[src/rtl/fp_rnd_pipe_pkg.sv]
// Shared types and constants for the single-precision rounding/packing pipeline.
// Producers fill fp_rnd_in_type; fp_rnd_core turns it into the stage-1 record.
package fp_wire;

  typedef struct packed {
    logic        sig;
    logic [9:0]  expo;
    logic [24:0] mant;
    logic [1:0]  rema;
    logic [1:0]  fmt;
    logic [2:0]  rm;
    logic [2:0]  grs;
    logic        snan;
    logic        qnan;
    logic        dbz;
    logic        inf;
    logic        zero;
  } fp_rnd_in_type;

  typedef struct packed {
    logic snan;
    logic qnan;
    logic dbz;
    logic inf;
    logic zero;
  } fp_rnd_special_type;

  typedef struct packed {
    logic               sig;
    logic [9:0]         expo;
    logic [23:0]        mant;
    logic               inexact;
    logic               tiny;
    logic [2:0]         rm;
    fp_rnd_special_type specials;
  } fp_rnd_pipe_s1_type;

  localparam logic [2:0] RM_RNE = 3'd0;
  localparam logic [2:0] RM_RTZ = 3'd1;
  localparam logic [2:0] RM_RDN = 3'd2;
  localparam logic [2:0] RM_RUP = 3'd3;
  localparam logic [2:0] RM_RMM = 3'd4;

  localparam int FLAG_NV = 4;
  localparam int FLAG_DZ = 3;
  localparam int FLAG_OF = 2;
  localparam int FLAG_UF = 1;
  localparam int FLAG_NX = 0;

  localparam logic [31:0] QNAN32 = 32'h7FC0_0000;
  localparam logic [31:0] MAXF32 = 32'h7F7F_FFFF;

  // Reserved rounding-mode encodings fall back to round-to-nearest-even.
  function automatic logic round_up(input logic [2:0] rm, input logic sig, input logic lsb,
                                    input logic g, input logic r, input logic s);
    logic inc;
    case (rm)
      RM_RTZ:  inc = 1'b0;
      RM_RDN:  inc = sig & (g | r | s);
      RM_RUP:  inc = ~sig & (g | r | s);
      RM_RMM:  inc = g;
      default: inc = g & (lsb | r | s);
    endcase
    return inc;
  endfunction

endpackage

[src/rtl/fp_rnd_pipe_core.sv]
// Combinational stage-1 rounding: subnormal denormalisation, increment and carry
// renormalisation. Usable on its own by callers that do not need the pipeline.
module fp_rnd_core
  import fp_wire::*;
(
  input  fp_rnd_in_type      rnd_i,
  output fp_rnd_pipe_s1_type s1_o
);

  logic signed [10:0] shift_raw;
  logic [4:0]         shamt;
  logic [26:0]        full;
  logic [26:0]        shifted;
  logic [26:0]        lost_mask;
  logic [23:0]        mant_sh;
  logic [24:0]        sum;
  logic               denorm;
  logic               g;
  logic               r;
  logic               s;
  logic               inc;
  logic               inc_u;
  logic               unused_in;

  assign unused_in = ^{rnd_i.rema, rnd_i.fmt, rnd_i.mant[24]};

  always_comb begin
    denorm    = $signed(rnd_i.expo) <= 10'sd0;
    shift_raw = 11'sd1 - $signed({rnd_i.expo[9], rnd_i.expo});
    shamt     = 5'd0;
    if (denorm) shamt = (shift_raw > 11'sd26) ? 5'd26 : shift_raw[4:0];

    full      = {rnd_i.mant[23:0], rnd_i.grs};
    shifted   = full >> shamt;
    lost_mask = ~({27{1'b1}} << shamt);
    mant_sh   = shifted[26:3];
    g         = shifted[2];
    r         = shifted[1];
    s         = shifted[0] | (|(full & lost_mask));

    inc = round_up(rnd_i.rm, rnd_i.sig, mant_sh[0], g, r, s);
    sum = {1'b0, mant_sh} + {24'd0, inc};
    // Tininess uses the unbounded-exponent rounding: only 0xFFFFFF at expo 0 can escape it.
    inc_u = round_up(rnd_i.rm, rnd_i.sig, rnd_i.mant[0], rnd_i.grs[2], rnd_i.grs[1], rnd_i.grs[0]);

    s1_o          = '0;
    s1_o.sig      = rnd_i.sig;
    s1_o.rm       = rnd_i.rm;
    s1_o.inexact  = g | r | s;
    s1_o.tiny     = denorm & ~((rnd_i.expo == 10'd0) && (rnd_i.mant[23:0] == 24'hFF_FFFF) && inc_u);
    s1_o.specials = '{snan: rnd_i.snan, qnan: rnd_i.qnan, dbz: rnd_i.dbz,
                      inf: rnd_i.inf, zero: rnd_i.zero};
    s1_o.expo     = denorm ? 10'd0 : rnd_i.expo;
    if (sum[24]) begin
      s1_o.mant = 24'h80_0000;
      s1_o.expo = rnd_i.expo + 10'd1;
    end else begin
      s1_o.mant = sum[23:0];
      if (denorm && sum[23]) s1_o.expo = 10'd1;
    end
  end

endmodule

[src/rtl/fp_rnd_pipe.sv]
// Two-stage rounding/packing pipeline: stage 1 rounds, stage 2 resolves specials and
// packs binary32 plus fflags. The whole pipe stalls together on output backpressure.
module fp_rnd_pipe
  import fp_wire::*;
#(
  parameter int REG_OUT = 1
) (
  input  logic          clock,
  input  logic          reset,
  input  logic          clear,
  input  logic          valid_i,
  output logic          ready_o,
  input  fp_rnd_in_type fp_rnd_i,
  output logic          valid_o,
  input  logic          ready_i,
  output logic [31:0]   result,
  output logic [4:0]    flags
);

  fp_rnd_pipe_s1_type core_s1;
  fp_rnd_pipe_s1_type s1_d;
  fp_rnd_pipe_s1_type s1_q;
  logic               s1_valid_d;
  logic               s1_valid_q;
  logic               adv;
  logic               overflow;
  logic               to_inf;
  logic [31:0]        pack_result;
  logic [4:0]         pack_flags;
  logic               unused_s1;

  assign unused_s1 = s1_q.mant[23];

  fp_rnd_core u_core (
    .rnd_i (fp_rnd_i),
    .s1_o  (core_s1)
  );

  always_comb begin
    adv        = ~valid_o | ready_i;
    ready_o    = adv & ~clear;
    s1_valid_d = s1_valid_q;
    s1_d       = s1_q;
    if (clear) begin
      s1_valid_d = 1'b0;
    end else if (adv) begin
      s1_valid_d = valid_i;
      s1_d       = core_s1;
    end
  end

  always_ff @(posedge clock or negedge reset) begin
    if (!reset) begin
      s1_valid_q <= 1'b0;
      s1_q       <= '0;
    end else begin
      s1_valid_q <= s1_valid_d;
      s1_q       <= s1_d;
    end
  end

  always_comb begin
    overflow    = $signed(s1_q.expo) >= 10'sd255;
    to_inf      = (s1_q.rm == RM_RNE) || (s1_q.rm == RM_RMM) || (s1_q.rm > RM_RMM) ||
                  ((s1_q.rm == RM_RUP) && !s1_q.sig) || ((s1_q.rm == RM_RDN) && s1_q.sig);
    pack_result = '0;
    pack_flags  = '0;
    if (s1_q.specials.snan) begin
      pack_result         = QNAN32;
      pack_flags[FLAG_NV] = 1'b1;
    end else if (s1_q.specials.qnan) begin
      pack_result = QNAN32;
    end else if (s1_q.specials.dbz) begin
      pack_result         = {s1_q.sig, 8'hFF, 23'd0};
      pack_flags[FLAG_DZ] = 1'b1;
    end else if (s1_q.specials.inf) begin
      pack_result = {s1_q.sig, 8'hFF, 23'd0};
    end else if (s1_q.specials.zero) begin
      pack_result = {s1_q.sig, 31'd0};
    end else if (overflow) begin
      pack_result         = to_inf ? {s1_q.sig, 8'hFF, 23'd0} : {s1_q.sig, MAXF32[30:0]};
      pack_flags[FLAG_OF] = 1'b1;
      pack_flags[FLAG_NX] = 1'b1;
    end else begin
      // Subnormals arrive with expo already 0, so one packing covers both cases.
      pack_result         = {s1_q.sig, s1_q.expo[7:0], s1_q.mant[22:0]};
      pack_flags[FLAG_NX] = s1_q.inexact;
      pack_flags[FLAG_UF] = s1_q.inexact & s1_q.tiny;
    end
  end

  generate
    if (REG_OUT != 0) begin : g_reg_out
      logic        out_valid_d;
      logic        out_valid_q;
      logic [31:0] result_d;
      logic [31:0] result_q;
      logic [4:0]  flags_d;
      logic [4:0]  flags_q;

      always_comb begin
        out_valid_d = out_valid_q;
        result_d    = result_q;
        flags_d     = flags_q;
        if (clear) begin
          out_valid_d = 1'b0;
        end else if (adv) begin
          out_valid_d = s1_valid_q;
          result_d    = pack_result;
          flags_d     = pack_flags;
        end
      end

      always_ff @(posedge clock or negedge reset) begin
        if (!reset) begin
          out_valid_q <= 1'b0;
          result_q    <= '0;
          flags_q     <= '0;
        end else begin
          out_valid_q <= out_valid_d;
          result_q    <= result_d;
          flags_q     <= flags_d;
        end
      end

      assign valid_o = out_valid_q;
      assign result  = result_q;
      assign flags   = flags_q;
    end else begin : g_comb_out
      assign valid_o = s1_valid_q;
      assign result  = pack_result;
      assign flags   = pack_flags;
    end
  endgenerate

endmodule
[config.mk]
export PLATFORM = sky130hd
export DESIGN_NAME = fp_rnd_pipe
export DESIGN_NICKNAME = d
export VERILOG_FILES = /design/src/rtl/fp_rnd_pipe_pkg.sv /design/src/rtl/fp_rnd_pipe_core.sv /design/src/rtl/fp_rnd_pipe.sv
export SDC_FILE = /design/constraint.sdc
export NUM_CORES = 1
export LEC_CHECK = 0
export BUFFER_PORTS_ARGS = -buffer_cell sky130_fd_sc_hd__buf_2
export CAP_MARGIN = 15
export CORE_MARGIN = 8
export CORE_UTILIZATION = 25
export DETAILED_ROUTE_END_ITERATION = 7
export PLACE_DENSITY = 0.51
export SYNTH_ARGS = -nofsm -noshare
export SYNTH_HDL_FRONTEND = slang
export SYNTH_SLANG_ARGS = --single-unit
[constraint.sdc]
create_clock -name clock -period 3.36 [get_ports clock]
set_clock_uncertainty 0.15 [all_clocks]
set_input_delay 0.672 -clock clock [delete_from_list [all_inputs] [get_ports clock]]
set_output_delay 0.672 -clock clock [all_outputs]
set_load 0.02 [all_outputs]
==> results of run 1 <==
-- routing by layer --
layer / track usage (%) / vias up / wire length, um
met3: 2.82 / 32 / 1730
met5: 0 / - / 0
met2: 28.1 / 280 / 13100
met4: 3.64 / 0 / 485
met1: 24.1 / 3979 / 14000
li1: - / 4009 / -
-- worst register-to-register path: stages, from the launching register on --
cell,delay [ps]
dfrtp_1,390
nor2_1,240
nor4b_1,340
nor2b_1,360
nand2_1,450
o21ai_0,330
-- logic make-up after synthesis --
| group | after synthesis | synth area share (%) |
|---|---|---|
| AND/OR/NAND/NOR | 394 | 28.8 |
| AO/OA/AOI/OAI | 274 | 27.9 |
| flip-flops | 83 | 30.7 |
| buffers and inverters | 69 | 4.61 |
| XOR/XNOR | 25 | 3.24 |
| multiplexers | 24 | 3.64 |
| adder cells (fa/ha/maj) | 6 | 1.11 |
-- power groups by stage --
stage | combinational [uW] | clock [uW] | sequential, uW
2_1_floorplan | 631 | 0 | 1210
3_3_place_gp | 1340 | 0 | 1180
3_5_place_dp | 1340 | 0 | 1180
4_1_cts | 1460 | 964 | 1170
5_1_grt | 1640 | 1000 | 1180
6_report | 1530 | 938 | 1170
-- how the worst max path moves through the flow --
stage,from,endpoint,slack [ps],cells past startpoint
after global placement,fp_rnd_i[41],s1_q[41],-2350,28
after global routing,fp_rnd_i[41],s1_q[35],-1910,27
after floorplan,fp_rnd_i[41],s1_q[32],-1970,25
after detailed placement,fp_rnd_i[41],s1_q[35],-2430,26
final,fp_rnd_i[41],s1_q[35],-1710,27
after CTS,fp_rnd_i[42],s1_q[42],-1670,25
-- flip-flops by register name (all words and copies together) (netlist names) --
signal      flops
flags           5
valid_o         1
s1_q           44
s1_valid_q      1
result         32
-- area by class of cell --
class | instances | share of cell area, %
clock inverter | 3 | 0.191
tap | 341 | 3.84
clock buffer | 13 | 2.43
inverter | 11 | 0.461
sequential | 83 | 18.7
timing repair buffer | 428 | 28.9
multi-input combinational | 723 | 45.5
-- what timing repair did --
item	CTS	global route
hold buffers	0	0
buffers inserted	30	18
gates cloned	2	0
pin swaps	37	33
resized for setup	119	45
setup endpoints to repair	34	34
-- placed cells by master, fill, tap and decap left out, drive strengths merged, types with 6 or more instances in the layout --
master,count
buf,427
nand2,146
nor2,90
dfrtp,83
o21ai,72
a21oi,45
nor3,30
nand3,24
nand4,20
mux2i,19
a211oi,19
xnor2,17
a22o,14
a31oi,13
clkbuf,13
and2,11
o22ai,10
nor2b,10
or3,10
a21o,9
a221o,9
inv,9
a221oi,9
and3,8
o21bai,8
xor2,8
a22oi,8
o31ai,8
o211ai,7
and4,7
nor4,7
or2,7
ha,6
-- per-stage QoR --
| step | total power, uW | hold WS [ps] |
|---|---|---|
| global route | 3830 | 330 |
| floorplan | 1840 | 226 |
| detailed placement | 2520 | 301 |
| finish | 3630 | 309 |
| global placement | 2520 | 297 |
| CTS | 3590 | 314 |
==> out/metrics.yaml, run 1 <==
period_share_pct: 151
setup-tns-final_ps: -52280
synth_nets: 937
vias_per_cell: 5.18
drive_above_1_share_pct: 45.1
peakVddDrop_v: 0.000224
critical_path_class: "in -> reg"
setup_viol: 34
worst_path_most_repeated_cell: "buf_4"
start_util_pct: 25.2
synth-seq-area-share_pct: 30.7
crit_fanout: 7
synth_cells: 875
status: "finished, violations left"
first_pass_iters: 6
clock_path_buffers: 2
min_to: "flags[3]"
die-area_mm2: 0.0326
first_global_vias: 8204
hold_depth: 2
dp_slack_ps: -2430
violations: "setup timing"
min_path_type: "reg -> reg"
leakagePower_uw: 0.00508
max_clock_freq_mhz: 197
worst_pin_slew_ps: 1040
synth-seq-cells: 83
grt_max_degree: 84
port_buffers: 89
yosysWarnings: 0
drv_slew: 0
hp-start: "flags[3]"
crit_slowest_cell: "or3_4"
core.rowCount: 60
grt_usage_pct: 17.4
place.gp.congestion: 0.940
synthTopCellsByCount: "nand2_1 (146), nor2_1 (90), dfrtp_1 (83)"
fin_crit_ps: 5070
p_int_uw: 2370
dpl.hpwl_um: 23100
synth_area_leaders: "dfrtp_1 (31%), nand2_1 (8.1%), nor2_1 (5.0%)"
cap_violations: 0
slowest_delay_ps: 340
final_util_pct: 41.5
diodes: 0
drtIter0Drc: 730
swShare_pct: 34.7
worst_slack_ps: -1710
drtAntennaViolNets: 0
drc: 0
placed_area_mm2: 0.00978
clk_latency_ps: 330
core-area_mm2: 0.0268
arrival_ps: 5110
clock-root-buffer: "clkbuf_16"
nets: 1318
rsz0062_at_grt: "true"
yosysMostFrequentCell: "nand2_1"
multi_input_area_mm2: 0.00506
fillerInstances: 2738
syn-cell-area_mm2: 0.00677
yosys.area.top_type: "dfrtp_1"
wl_per_cell_um: 18.3
antenna_found_initial: 0
die_y_um: 181
ff2ff_path_depth: 5
synth_edf_count: 0
io_pins: 95
timing.rr.start: "s1_q[4]"
yosys.area.top_type_share_pct: 30.7
area_growth_pct: 64.3
finalWirelength_um: 29300
cts_tree: "done"
synth.distinct_cells: 84
register_area_mm2: 0.00208
clkPwrFrac_pct: 25.8
startpoint_type: "input pin"
grt_overflow_total: 0
crit_family: "compound AO/OA/AOI/OAI gates"
seq_power_share_pct: 32.1
required_ps: 3400
rrSetupSlack_ps: 1000
finalHoldViolations: 0
place_inst: 1539
ys.flop_type: "dfrtp_1"
power_frac_comb_pct: 42.1
worst-path-buf-inv: 8
ctsHtreeMaxLevel: 3
synth.avg_cell_area_um2: 7.73
grt_pass1_wl_um: 46500
ys_async_sr_fraction_pct: 100
die_w_um: 181
power_switching_uw: 1260
slew_headroom_pct: 30.9
cts_sinks: 83
timing.rr.end: "result[0]"
cts.clk_slew.worst_paths_ps: 60
fin_area_mm2: 0.0111
crit_path_end_kind: "flip-flop"
layout.cells.non_filler: 1602
power_density_mw_per_mm2: 327
via_count: 8300
cts_buffers: 9
Note: power is estimated with default switching activity, not from simulation.
==> inputs of run 2 (changes only) <==
--- a/config.mk
+++ b/config.mk
@@ -6,9 +6,10 @@
 export NUM_CORES = 1
 export LEC_CHECK = 0
 export BUFFER_PORTS_ARGS = -buffer_cell sky130_fd_sc_hd__buf_2
-export CAP_MARGIN = 15
+export CAP_MARGIN = 5
 export CORE_MARGIN = 8
 export CORE_UTILIZATION = 25
+export CTS_BUF_LIST = sky130_fd_sc_hd__clkbuf_8 sky130_fd_sc_hd__clkbuf_16
 export DETAILED_ROUTE_END_ITERATION = 7
 export PLACE_DENSITY = 0.51
 export SYNTH_ARGS = -nofsm -noshare
==> run 2 against run 1 <==
Effect of this change: the flow still finishes with violations (setup timing); power barely moved; count of clock-buffer cells in the layout is 1 lower; largest cell class unchanged; combinational power about the same; routed wire length did not move; final area is the same; utilization did not move; fmax about the same; flip-flop and latch count stayed put; largest power group unchanged; non-clock buffer count is the same; critical path type unchanged; clock power barely moved.
==> out/metrics.yaml, run 2 (same netlist as run 1, synthesis figures left out) <==
status: "finished, violations left"  # unchanged
violations: "setup timing"  # unchanged
worst_pin_slew_ps: 1040  # about the same
finalHoldViolations: 0  # unchanged
grt_usage_pct: 17.4  # unchanged
layout_common_cells: "buf_4 (310), nand2_1 (139), buf_2 (85)"  # unchanged
largest_register_ffs: 44  # unchanged
vias_per_cell: 5.18  # about the same
holdWs_ps: 309  # unchanged
antenna_found_initial: 0  # unchanged
drv_slew: 0  # unchanged
fin_crit_ps: 5070  # about the same
peakVddDrop_v: 0.000224  # about the same
via_count: 8302  # was 8300
clock-root-buffer: "clkbuf_16"  # unchanged
clk_latency_ps: 330  # about the same
worst_path_most_repeated_cell: "buf_4"  # unchanged
min_path_type: "reg -> reg"  # unchanged
grt_max_degree: 84  # unchanged
arrival_ps: 5110  # about the same
core-area_mm2: 0.0268  # unchanged
wl_per_cell_um: 18.3  # unchanged
die_w_um: 181  # unchanged
power_density_mw_per_mm2: 326  # was 327 mW/mm2
startpoint_type: "input pin"  # unchanged
rsz0062_at_grt: "true"  # unchanged
first_global_vias: 8204  # unchanged
placed_area_mm2: 0.00978  # unchanged
cts.clk_slew.worst_paths_ps: 60  # about the same
leakagePower_uw: 0.00509  # was 0.00508 uW
max_clock_freq_mhz: 197  # about the same
worst_slack_ps: -1710  # about the same
core.rowCount: 60  # unchanged
drive_above_1_share_pct: 45.1  # unchanged
die_y_um: 181  # unchanged
dp_slack_ps: -2430  # unchanged
drc: 0  # unchanged
place.gp.congestion: 0.940  # unchanged
top_register: "s1_q"  # unchanged
fillerInstances: 2738  # unchanged
finalWirelength_um: 29300  # unchanged
required_ps: 3400  # about the same
clock_path_buffers: 2  # unchanged
ctsHtreeMaxLevel: 3  # unchanged
grt_overflow_total: 0  # unchanged
crit_slowest_cell: "or3_4"  # unchanged
finalPower_uw: 3630  # about the same
io_pins: 95  # unchanged
drtAntennaViolNets: 0  # unchanged
setup_viol: 34  # unchanged
period_share_pct: 151  # about the same
slowest_delay_ps: 340  # about the same
cts_sinks: 83  # unchanged
register_area_mm2: 0.00208  # unchanged
area_growth_pct: 64.3  # unchanged
nets: 1318  # unchanged
cap_violations: 0  # unchanged
diodes: 0  # unchanged
cts_buffers: 9  # unchanged
slew_headroom_pct: 30.9  # about the same
critical_path_class: "in -> reg"  # unchanged
fin_area_mm2: 0.0111  # unchanged
first_pass_iters: 6  # unchanged
port_buffers: 89  # unchanged
start_util_pct: 25.2  # unchanged
die-area_mm2: 0.0326  # unchanged
multi_input_area_mm2: 0.00506  # unchanged
crit_fanout: 7  # unchanged
cts_tree: "done"  # unchanged
layout_commonest_cell: "buf_4"  # unchanged
crit_path_end_kind: "flip-flop"  # unchanged
grt_pass1_wl_um: 46500  # unchanged
dpl.hpwl_um: 23100  # unchanged
drtIter0Drc: 730  # unchanged
[run 2: cell types whose count changed in the layout (fill, tap and decap cells not counted)]
cell,change
clkbuf_1,-1
inv_1,+1
[run 2: power breakdown]
| part | total (uW) | internal [uW] | switching, uW |
|---|---|---|---|
| Sequential | 1170 | 1100 | 62.1 |
| Combinational | 1530 | 705 | 822 |
| Clock | 935 | 558 | 377 |
| Total | 3630 | 2370 | 1260 |
[run 2: cell type report]
cell class / instances / share of cell area (%)
Clock buffer: 12 / 2.40
Clock inverter: 4 / 0.225
Tap cell: 341 / 3.84
Sequential cell: 83 / 18.7
Inverter: 11 / 0.461
Multi-Input combinational cell: 723 / 45.5
Timing Repair Buffer: 428 / 28.9
[run 2: final timing paths]
check | startpoint | to | slack (ps) | depth (start not counted)
worst max register to register | s1_q[4] | result[0] | 1000 | 5
worst min register to register | flags[3] | flags[3] | 310 | 2
max in group asynchronous | reset | result[10] | 2020 | 1
worst min-delay path | flags[3] | flags[3] | 310 | 2
worst max-delay path | fp_rnd_i[41] | s1_q[35] | -1710 | 27
min in group asynchronous | reset | result[28] | 360 | 1
[run 2: critical path: cells and delay by family]
family          cells  cell delay (ps)
simple gates        7             1220
compound gates      8             1540
buf+inv             8              920
mux                 1              220
fa+ha+maj           3              540
[run 2: repair_timing]
item                       CTS  global route
gates resized for setup    119            45
setup endpoints to repair   34            34
cloned                       2             0
setup buffers               30            18
hold buffers                 0             0
pin swaps                   37            33
[run 2: per-layer routing]
metal  global-route usage, %  part of all wire (%)  wire (um)  up-vias
met2                    28.1                    45      13100      280
met3                    2.82                   5.9       1730       32
li1                        -                     -          -     4009
met5                       0                     0          0        -
met4                    3.64                   1.7        485        0
met1                    24.1                    48      14000     3981
[run 2: stage by stage]
stage	setup TNS, ps	cells	utilization, %
final	-52280	1602	41.5
after global routing	-59000	1602	41.5
after CTS	-49340	1586	40.3
after detailed placement	-75810	1539	36.5
after global placement	-73040	1539	36.5
after floorplan	-58780	875	-
